## src/rtl/div_seq_16_pkg.sv

```systemverilog
// Shared constants and state encoding for the sequential 16-bit divider.
package div_seq_16_pkg;

    localparam int unsigned WIDTH = 16;
    localparam int unsigned CNT_W = 4;

    typedef enum logic [1:0] {
        IDLE = 2'd0,
        CALC = 2'd1,
        DONE = 2'd2
    } state_e;

    // Quotient reported when the divisor is zero
    localparam logic [WIDTH-1:0] DBZ_QUOT = 16'hFFFF;

endpackage

```

## src/rtl/div_seq_16_sub.sv

```systemverilog
// 16-bit subtractor a - b built as a + ~b + 1 on a two-level carry-lookahead adder.
module sub_cla_16
    import div_seq_16_pkg::*;
(
    input  logic [WIDTH-1:0] a,
    input  logic [WIDTH-1:0] b,
    output logic [WIDTH-1:0] diff,
    output logic             cout
);

    logic [WIDTH-1:0] bn;
    logic [WIDTH-1:0] g;
    logic [WIDTH-1:0] p;
    logic [WIDTH:0]   c;
    logic [3:0]       gg;
    logic [3:0]       gp;
    logic [4:0]       gc;

    // Group generate/propagate, group carries, then bit carries inside each nibble
    always_comb begin
        bn = ~b;
        g  = a & bn;
        p  = a ^ bn;
        gg = '0;
        gp = '0;
        gc = '0;
        c  = '0;
        for (int k = 0; k < 4; k++) begin
            gg[k] = g[4*k+3]
                  | (p[4*k+3] & g[4*k+2])
                  | (p[4*k+3] & p[4*k+2] & g[4*k+1])
                  | (p[4*k+3] & p[4*k+2] & p[4*k+1] & g[4*k]);
            gp[k] = &p[4*k +: 4];
        end
        gc[0] = 1'b1;
        for (int k = 0; k < 4; k++) begin
            gc[k+1] = gg[k] | (gp[k] & gc[k]);
        end
        for (int k = 0; k < 4; k++) begin
            c[4*k] = gc[k];
            for (int j = 0; j < 3; j++) begin
                c[4*k+j+1] = g[4*k+j] | (p[4*k+j] & c[4*k+j]);
            end
        end
        c[WIDTH] = gc[4];
        diff     = p ^ c[WIDTH-1:0];
        cout     = c[WIDTH];
    end

endmodule

```

## src/rtl/div_seq_16.sv

```systemverilog
// Iterative 16-bit unsigned restoring divider, one quotient bit per cycle, valid/ready on both sides.
module div_seq_16
    import div_seq_16_pkg::*;
(
    input  logic             clk,
    input  logic             rst_n,
    input  logic             in_valid,
    output logic             in_ready,
    input  logic [WIDTH-1:0] dividend,
    input  logic [WIDTH-1:0] divisor,
    output logic             out_valid,
    input  logic             out_ready,
    output logic [WIDTH-1:0] quotient,
    output logic [WIDTH-1:0] remainder,
    output logic             div_by_zero
);

    state_e           state_q,     state_d;
    logic [CNT_W-1:0] cnt_q,       cnt_d;
    logic [WIDTH-1:0] dvd_q,       dvd_d;
    logic [WIDTH-1:0] dvs_q,       dvs_d;
    logic [WIDTH-1:0] rem_q,       rem_d;
    logic [WIDTH-1:0] quot_q,      quot_d;
    logic [WIDTH-1:0] remo_q,      remo_d;
    logic             dbz_q,       dbz_d;
    logic             in_ready_q,  in_ready_d;
    logic             out_valid_q, out_valid_d;

    logic [WIDTH:0]   r_sh;
    logic [WIDTH-1:0] sub_diff;
    logic             sub_cout;
    logic             q_bit;
    logic [WIDTH-1:0] rem_nxt;

    sub_cla_16 u_sub (
        .a    (r_sh[WIDTH-1:0]),
        .b    (dvs_q),
        .diff (sub_diff),
        .cout (sub_cout)
    );

    // One restoring step: shift in the next dividend bit and keep the difference if it fits.
    // The stored remainder is always below the divisor, so only the shifted value needs 17 bits.
    always_comb begin
        r_sh    = {rem_q, dvd_q[WIDTH-1]};
        q_bit   = r_sh[WIDTH] | sub_cout;
        rem_nxt = q_bit ? sub_diff : r_sh[WIDTH-1:0];
    end

    // Next-state and register updates for IDLE / CALC / DONE
    always_comb begin
        state_d     = state_q;
        cnt_d       = cnt_q;
        dvd_d       = dvd_q;
        dvs_d       = dvs_q;
        rem_d       = rem_q;
        quot_d      = quot_q;
        remo_d      = remo_q;
        dbz_d       = dbz_q;
        in_ready_d  = in_ready_q;
        out_valid_d = out_valid_q;
        case (state_q)
            IDLE: begin
                if (in_valid && in_ready_q) begin
                    dvd_d      = dividend;
                    dvs_d      = divisor;
                    in_ready_d = 1'b0;
                    if (divisor != '0) begin
                        rem_d   = '0;
                        cnt_d   = CNT_W'(WIDTH - 1);
                        state_d = CALC;
                    end else begin
                        quot_d      = DBZ_QUOT;
                        remo_d      = dividend;
                        dbz_d       = 1'b1;
                        out_valid_d = 1'b1;
                        state_d     = DONE;
                    end
                end
            end
            CALC: begin
                dvd_d = {dvd_q[WIDTH-2:0], q_bit};
                rem_d = rem_nxt;
                cnt_d = cnt_q - CNT_W'(1);
                if (cnt_q == '0) begin
                    quot_d      = {dvd_q[WIDTH-2:0], q_bit};
                    remo_d      = rem_nxt;
                    dbz_d       = 1'b0;
                    out_valid_d = 1'b1;
                    state_d     = DONE;
                end
            end
            DONE: begin
                if (out_ready) begin
                    out_valid_d = 1'b0;
                    in_ready_d  = 1'b1;
                    state_d     = IDLE;
                end
            end
            default: begin
                out_valid_d = 1'b0;
                in_ready_d  = 1'b1;
                state_d     = IDLE;
            end
        endcase
    end

    // State and datapath registers; reset aborts any division in flight
    always_ff @(posedge clk or negedge rst_n) begin
        if (!rst_n) begin
            state_q     <= IDLE;
            cnt_q       <= '0;
            dvd_q       <= '0;
            dvs_q       <= '0;
            rem_q       <= '0;
            quot_q      <= '0;
            remo_q      <= '0;
            dbz_q       <= 1'b0;
            in_ready_q  <= 1'b1;
            out_valid_q <= 1'b0;
        end else begin
            state_q     <= state_d;
            cnt_q       <= cnt_d;
            dvd_q       <= dvd_d;
            dvs_q       <= dvs_d;
            rem_q       <= rem_d;
            quot_q      <= quot_d;
            remo_q      <= remo_d;
            dbz_q       <= dbz_d;
            in_ready_q  <= in_ready_d;
            out_valid_q <= out_valid_d;
        end
    end

    assign in_ready    = in_ready_q;
    assign out_valid   = out_valid_q;
    assign quotient    = quot_q;
    assign remainder   = remo_q;
    assign div_by_zero = dbz_q;

endmodule

```

## config.mk

```make
export PLATFORM = sky130hd
export DESIGN_NAME = div_seq_16
export DESIGN_NICKNAME = d
export VERILOG_FILES = /design/src/rtl/div_seq_16_pkg.sv /design/src/rtl/div_seq_16_sub.sv /design/src/rtl/div_seq_16.sv
export SDC_FILE = /design/constraint.sdc
export NUM_CORES = 1
export LEC_CHECK = 0
export ABC_AREA = 1
export CAP_MARGIN = 0
export CORE_AREA = 2 2 108 110
export CTS_CLUSTER_DIAMETER = 120
export DETAILED_ROUTE_END_ITERATION = 10
export DIE_AREA = 0 0 110 112
export GPL_TIMING_DRIVEN = 0
export PLACE_DENSITY_LB_ADDON = 0.12
export RECOVER_POWER = 25
export REMOVE_ABC_BUFFERS = 1
export SETUP_SLACK_MARGIN = 0.5
export SYNTH_ARGS = -nofsm -noshare
export SYNTH_HDL_FRONTEND = slang
export SYNTH_HIERARCHICAL = 1
export SYNTH_SLANG_ARGS = --single-unit
```

## constraint.sdc

```tcl
create_clock -name clk -period 3.82 [get_ports clk]
set_clock_uncertainty 0.1 [all_clocks]
set_input_delay 0.573 -clock clk [delete_from_list [all_inputs] [get_ports clk]]
set_output_delay 0.573 -clock clk [all_outputs]
set_load 0.01 [all_outputs]
```

==> results of run 1 <==
cell families after synthesis:
| group | count (synthesis) | synth area share [%] |
|---|---|---|
| multiplexers | 16 | 3.65 |
| flip-flops | 89 | 45.2 |
| adder cells (fa/ha/maj) | 29 | 9.03 |
| buffers and inverters | 105 | 8.75 |
| XOR/XNOR | 5 | 0.887 |
| AO/OA/AOI/OAI | 41 | 4.29 |
| AND/OR/NAND/NOR | 307 | 28.2 |
final cells by class:
cell class | instances | area (sq um) | share of cell area (%)
sequential | 89 | 2230 | 36.5
clock inverter | 4 | 51.3 | 0.840
timing repair buffer | 78 | 774 | 12.7
tap | 143 | 179 | 2.93
clock buffer | 12 | 256 | 4.20
inverter | 77 | 289 | 4.73
multi-input combinational | 398 | 2320 | 38.1
metal layers:
metal | GRT usage [%] | wire length (microns)
met5 | 0 | 0
met4 | 6.92 | 217
met3 | 2.75 | 445
met2 | 30.2 | 5310
met1 | 28.8 | 5370
through the flow:
stage	worst slack [ns]	power (mW)	hold slack (ns)	std cells
3_5_place_dp	0.443	5.17	0.358	778
2_1_floorplan	0.809	4.05	0.177	564
3_3_place_gp	-1.32	5.06	0.353	777
4_1_cts	0.508	6.16	0.127	798
5_1_grt	0.484	6.86	0.391	801
6_report	0.699	6.21	0.367	801
flip-flops by register name, indices dropped and copies added (netlist names):
name and flops:
cnt_q 4, div_by_zero 1, out_valid 1, dvs_q 16, remainder 16, in_ready 1, dvd_q 16, rem_q 16
state_q 2, quotient 16
worst min-delay path: stages (launching register included):
cell	delay (ns)
dfrtp_1	0.34
nand2_1	0.05
nand2_1	0.04
timing repair:
| action | 4_1_cts | 5_1_grt |
|---|---|---|
| pin swaps | 2 | 7 |
| endpoints found under the setup margin | 2 | 30 |
| resized for setup | 4 | 8 |
| setup buffers | 4 | 3 |
power by group through the flow:
stage	registers, mW	clock network (mW)	logic (mW)
floorplan	1.76	0	2.29
global placement	1.73	0	3.32
detailed placement	1.75	0	3.41
CTS	1.74	0.923	3.50
global route	1.79	0.958	4.11
finish	1.73	0.911	3.56
placed cells by master (no fill, tap or decap), types with 5 or more instances in the layout:
master	Yosys	final
nand2_1	163	160
dfrtp_1	88	87
inv_1	73	72
nand3_1	70	70
clkdlybuf4s50_1	0	69
nand4_1	33	33
nor2_1	25	24
o21ai_0	23	23
ha_1	18	16
mux2_2	15	15
o21ai_1	12	12
clkbuf_16	0	9
fa_1	11	8
buf_4	0	7
nand2_2	3	6
inv_2	4	5
worst max-delay path by stage:
stage	cells past startpoint	to	slack, ns
2_1_floorplan	18	remainder[15]	0.81
3_3_place_gp	1	quotient[12]	-1.32
3_5_place_dp	18	remainder[15]	0.44
4_1_cts	18	remainder[15]	0.51
5_1_grt	18	remainder[14]	0.48
6_report	18	remainder[14]	0.70
==> metrics.md, run 1 <==
| Metric | Value |
|---|---|
| CP Data Arrival Time | `3.25 ns` |
| CTS Buf Count | `9` |
| Psw | `2.79 mW` |
| Fin. max-slew vios | `37` |
| Mapped Avg Cell Area | `8.34 sq um` |
| Vias in the first global route | `3934` |
| Remaining antenna violation count | `0` |
| Rows | `39` |
| Crit Path Class | `flip-flop to flip-flop` |
| CP peak stage delay | `0.52 ns` |
| CTS Sinks | `89` |
| Sw Ratio | `44.9%` |
| Power per cell area | `1020 nW/um^2` |
| Tmin final | `3.12 ns` |
| Pint | `3.42 mW` |
| Placer Congestion | `0.810` |
| Number of flops mapped to enable cells by yosys | `0` |
| Total wire length | `11300 microns` |
| Synth cell types | `33` |
| DP HPWL | `7660 microns` |
| Clock power share | `14.7%` |
| WL/cell | `14.2 microns` |
| Largest cells by area after synthesis | `dfrtp_1, nand2_1, nand3_1` |
| Die area | `12300 sq um` |
| Antenna violations before repair | `0` |
| Pre-Repair DR Iteration Count | `5` |
| Root Driver | `clkbuf_16` |
| Ys flop type | `dfrtp_1` |
| Slew Limit Headroom | `-43.0%` |
| Setup TNS Final | `0 ns` |
| Clock latency on the worst-skew pair | `0.34 ns` |
| Sequential fraction of the synthesis area | `45.2%` |
| Gr ovfl total | `0` |
| Final instance area | `6100 sq um` |
| Post-synth ARST share | `100%` |
| Cell family with most CP delay | `adder cells` |
| Leakage | `3.02 nW` |
| Critical path origin | `rem_q[2]` |
| CP Capture Type | `flip-flop` |
| Worst Hold Depth | `2` |
| Max VDD drop | `0.501 mV` |
| CP max stage cell | `fa_2` |
| Layout filler cell count | `1080` |
| Combinational power share | `57.4%` |
| Max-Cap Viols | `1` |
| Nets | `718` |
| Reg-to-reg slack, setup | `0.70 ns` |
| Die height | `112 microns` |
| Outcome | `finished with violations` |
| RSZ-0062 raised after global routing | `true` |
| Area grow syn2layout | `23.7%` |
| Max Clk Rate | `0.320 GHz` |
| DR iter-0 viols | `200` |
| Most common cell on crit path | `nand2_1` |
| Req. time, crit path | `3.94 ns` |
| Path depth of the worst reg2reg path | `18` |
| Failing checks | `capacitance limit, slew limit` |
| Worst hold endpoint | `remainder[0]` |
| Tot GR Track Use | `19.8%` |
| Sequential power share | `27.9%` |
| Routed vias | `4032` |
| Warnings, synthesis | `6` |
| Layout cells sized above 1 | `10.2%` |
| Slew @ Worst Pin | `2.15 ns` |
| Via-to-Cell Ratio | `5.03` |
| Endpoints failing hold | `0` |
| Count of hold-fix buffers inserted at cts | `0` |
| Max clock buf depth | `2` |
| Buffers plus inverters on the worst setup path | `2` |
| CTS tree | `yes` |
| Placed cell areas | `5700 sq um` |
| Post-Syn Area | `4930 sq um` |
| Cells after synthesis | `592` |
| Largest area contributor in the netlist | `dfrtp_1` |
| CORE AREA | `11200 sq um` |
| First-pass GRT wire length | `19200 microns` |
| Final Util | `54.6%` |
| H-tree depth | `3` |
| Most common cell in the synthesized netlist | `nand2_1` |
| Clk slew on worst S/H paths | `0.06 ns` |
| HP Start | `remainder[0]` |
| Period utilization | `81.7%` |
| Die width | `110 microns` |
| # DRC | `0` |
| CP startpoint kind | `flip-flop` |
| Starting Density | `44.2%` |
| Crit-path max FO | `3` |
| Setup Viol. Count Final | `0` |
| RR Startpoint | `rem_q[2]` |
| Critical path cell sequence | `ha_4 > nand2_2 > nor2_1 > nor2_1 > nand2_1 > nand2_1 > nand2_2 > nand2_1 > nand2_2 > inv_1 > fa_2 > fa_2 > fa_2 > inv_1 > nand3_1 > nand3_1 > nand4_1 > nand2_1` |
| Largest net degree at the start of global routing | `54` |
| #FFs+latches synth | `89` |
| R2r endpoint | `remainder[14]` |
| Top cell type's share of synthesized area | `44.6%` |
| Input/output buffers | `70` |
| Top-Level Pins | `71` |
| Hold Crit Class | `flip-flop to flip-flop` |
| Most common library cells after synthesis | `nand2_1, dfrtp_1, inv_1, nand3_1, nand4_1` |
| Diodes inserted | `0` |
(Power assumes the default switching activity.)
==> run 2: changes to the inputs <==
==> constraint.sdc (replaced) <==
create_clock -name clk -period 2.9 [get_ports clk]
set_clock_uncertainty 0.1 [all_clocks]
set_input_delay 0.435 -clock clk [delete_from_list [all_inputs] [get_ports clk]]
set_output_delay 0.435 -clock clk [all_outputs]
set_load 0.01 [all_outputs]
==> metrics.md, run 2 (synthesis results as in run 1) <==
| Metric | Value |
|---|---|
| Crit Path Class | `flip-flop to flip-flop` |
| CTS Sinks | `89` |
| Setup Viol. Count Final | `24` |
| Pre-Repair DR Iteration Count | `10` |
| Input/output buffers | `70` |
| Die height | `112 microns` |
| First-pass GRT wire length | `20700 microns` |
| Failing checks | `setup timing` |
| CP Capture Type | `flip-flop` |
| Max clock buf depth | `2` |
| Fin. max-slew vios | `0` |
| Most common cell after layout, fill and taps aside | `nand2_1` |
| CORE AREA | `11200 sq um` |
| Most frequent cells in the layout | `nand2_1, dfrtp_1, clkdlybuf4s50_1` |
| Antenna violations before repair | `0` |
| Period utilization | `109%` |
| Max Clk Rate | `0.318 GHz` |
| # DRC | `0` |
| Top-Level Pins | `71` |
| Endpoints failing hold | `0` |
| Inst Count DP | `778` |
| Layout filler cell count | `997` |
| Tmin final | `3.15 ns` |
| WL/cell | `16.4 microns` |
| DP HPWL | `7660 microns` |
| Crit-path max FO | `4` |
| Non-Filler Instances | `828` |
| Via-to-Cell Ratio | `5.33` |
| Die width | `110 microns` |
| Req. time, crit path | `3.08 ns` |
| Clk slew on worst S/H paths | `0.06 ns` |
| Slew @ Worst Pin | `1.31 ns` |
| Gr ovfl total | `0` |
| Starting Density | `44.2%` |
| Root Driver | `clkbuf_16` |
| Remaining antenna violation count | `0` |
| Clock latency on the worst-skew pair | `0.34 ns` |
| Diodes inserted | `0` |
| Area grow syn2layout | `37.0%` |
| CTS Buf Count | `9` |
| Hold Crit Class | `flip-flop to flip-flop` |
| Tot GR Track Use | `21.7%` |
| Largest net degree at the start of global routing | `54` |
| H-tree depth | `3` |
| Placer Congestion | `0.810` |
| Outcome | `finished with violations` |
| RSZ-0062 raised after global routing | `true` |
| Vias in the first global route | `4180` |
| Total wire length | `13600 microns` |
| Multi-input logic area | `2710 sq um` |
| Layout cells sized above 1 | `22.9%` |
| Nets | `745` |
| Rows | `39` |
| DR iter-0 viols | `312` |
| Setup TNS Final | `-3.48 ns` |
| Die area | `12300 sq um` |
| Max-Cap Viols | `0` |
| CP Data Arrival Time | `3.33 ns` |
| CTS tree | `yes` |
| CP startpoint kind | `flip-flop` |
| Slew Limit Headroom | `12.4%` |
| Final WS setup | `-0.248 ns` |
| FF/Latch Area | `2230 sq um` |
| Routed vias | `4414` |
run 2: cell types whose count changed in the layout (fill, tap and decap cells not counted), moves of 5 or more:
cell	before	now
nor2_2	4	9
nand3_2	2	37
buf_4	7	13
nand2_1	160	153
buf_6	0	11
inv_1	72	67
nand3_1	70	32
run 2: through the flow:
step	worst slack [ns]	util (%)	hold slack (ns)	cell area, sq um
2_1_floorplan	-0.111	-	0.0394	4790
3_3_place_gp	-2.10	50.8	0.353	5670
3_5_place_dp	-0.477	51.0	0.354	5700
4_1_cts	-0.250	56.6	0.374	6320
5_1_grt	-0.411	60.5	0.391	6760
6_report	-0.248	60.5	0.369	6760
run 2: layout make-up:
type                            count  share of cell area [%]
Timing Repair Buffer              100                    15.2
Tap cell                          143                    2.65
Clock buffer                       12                    3.79
Inverter                           77                    4.44
Clock inverter                      4                   0.759
Multi-Input combinational cell    402                    40.1
Timing Repair inverter              1                  0.0740
Sequential cell                    89                    33.0
run 2: path summary, 6_finish.rpt:
kind	start	to	slack, ns	cells after the start
worst max-delay path	rem_q[0]	remainder[15]	-0.25	18
worst min-delay path	quotient[1]	quotient[1]	0.37	2
worst max register to register	rem_q[0]	remainder[15]	-0.25	18
worst min register to register	quotient[1]	quotient[1]	0.37	2
max in group asynchronous	rst_n	rem_q[5]	0.63	3
min in group asynchronous	rst_n	dvs_q[4]	0.67	2
run 2: what timing repair did:
item	in CTS	in global routing
setup endpoints to repair	72	73
buffers inserted	18	8
pin swaps	26	45
gates resized for setup	33	73
endpoints found under the hold margin	35	0
gates cloned	3	4
hold buffers	1	0
run 2: metal layers:
metal  GRT usage [%]  wire length (microns)  up-vias
li1                -                      -     2100
met1            30.5                   5890     2146
met2            34.4                   6600      143
met3            2.87                    699       25
met4            7.09                    378        0
met5               0                      0        -
run 2: worst max-delay path, cell delays in order (launching register included):
cell     delay [ns]
dfrtp_1        0.43
ha_1           0.32
inv_2          0.04
nor2_2         0.09
nand2_1        0.07
nand2_2        0.09
nand2_2        0.05
nand2_2        0.07
nand2_2        0.06
nand2_2        0.08
inv_1          0.06
fa_2           0.33
fa_2           0.35
fa_2           0.36
xnor2_2        0.15
nand3_2        0.11
nand3_2        0.12
nand4_1        0.10
nand2_1        0.11
Power of run 2 is left out: the tool's default activity adds up to more than one toggle a clock period on the data nets, which glitch-free logic cannot reach.
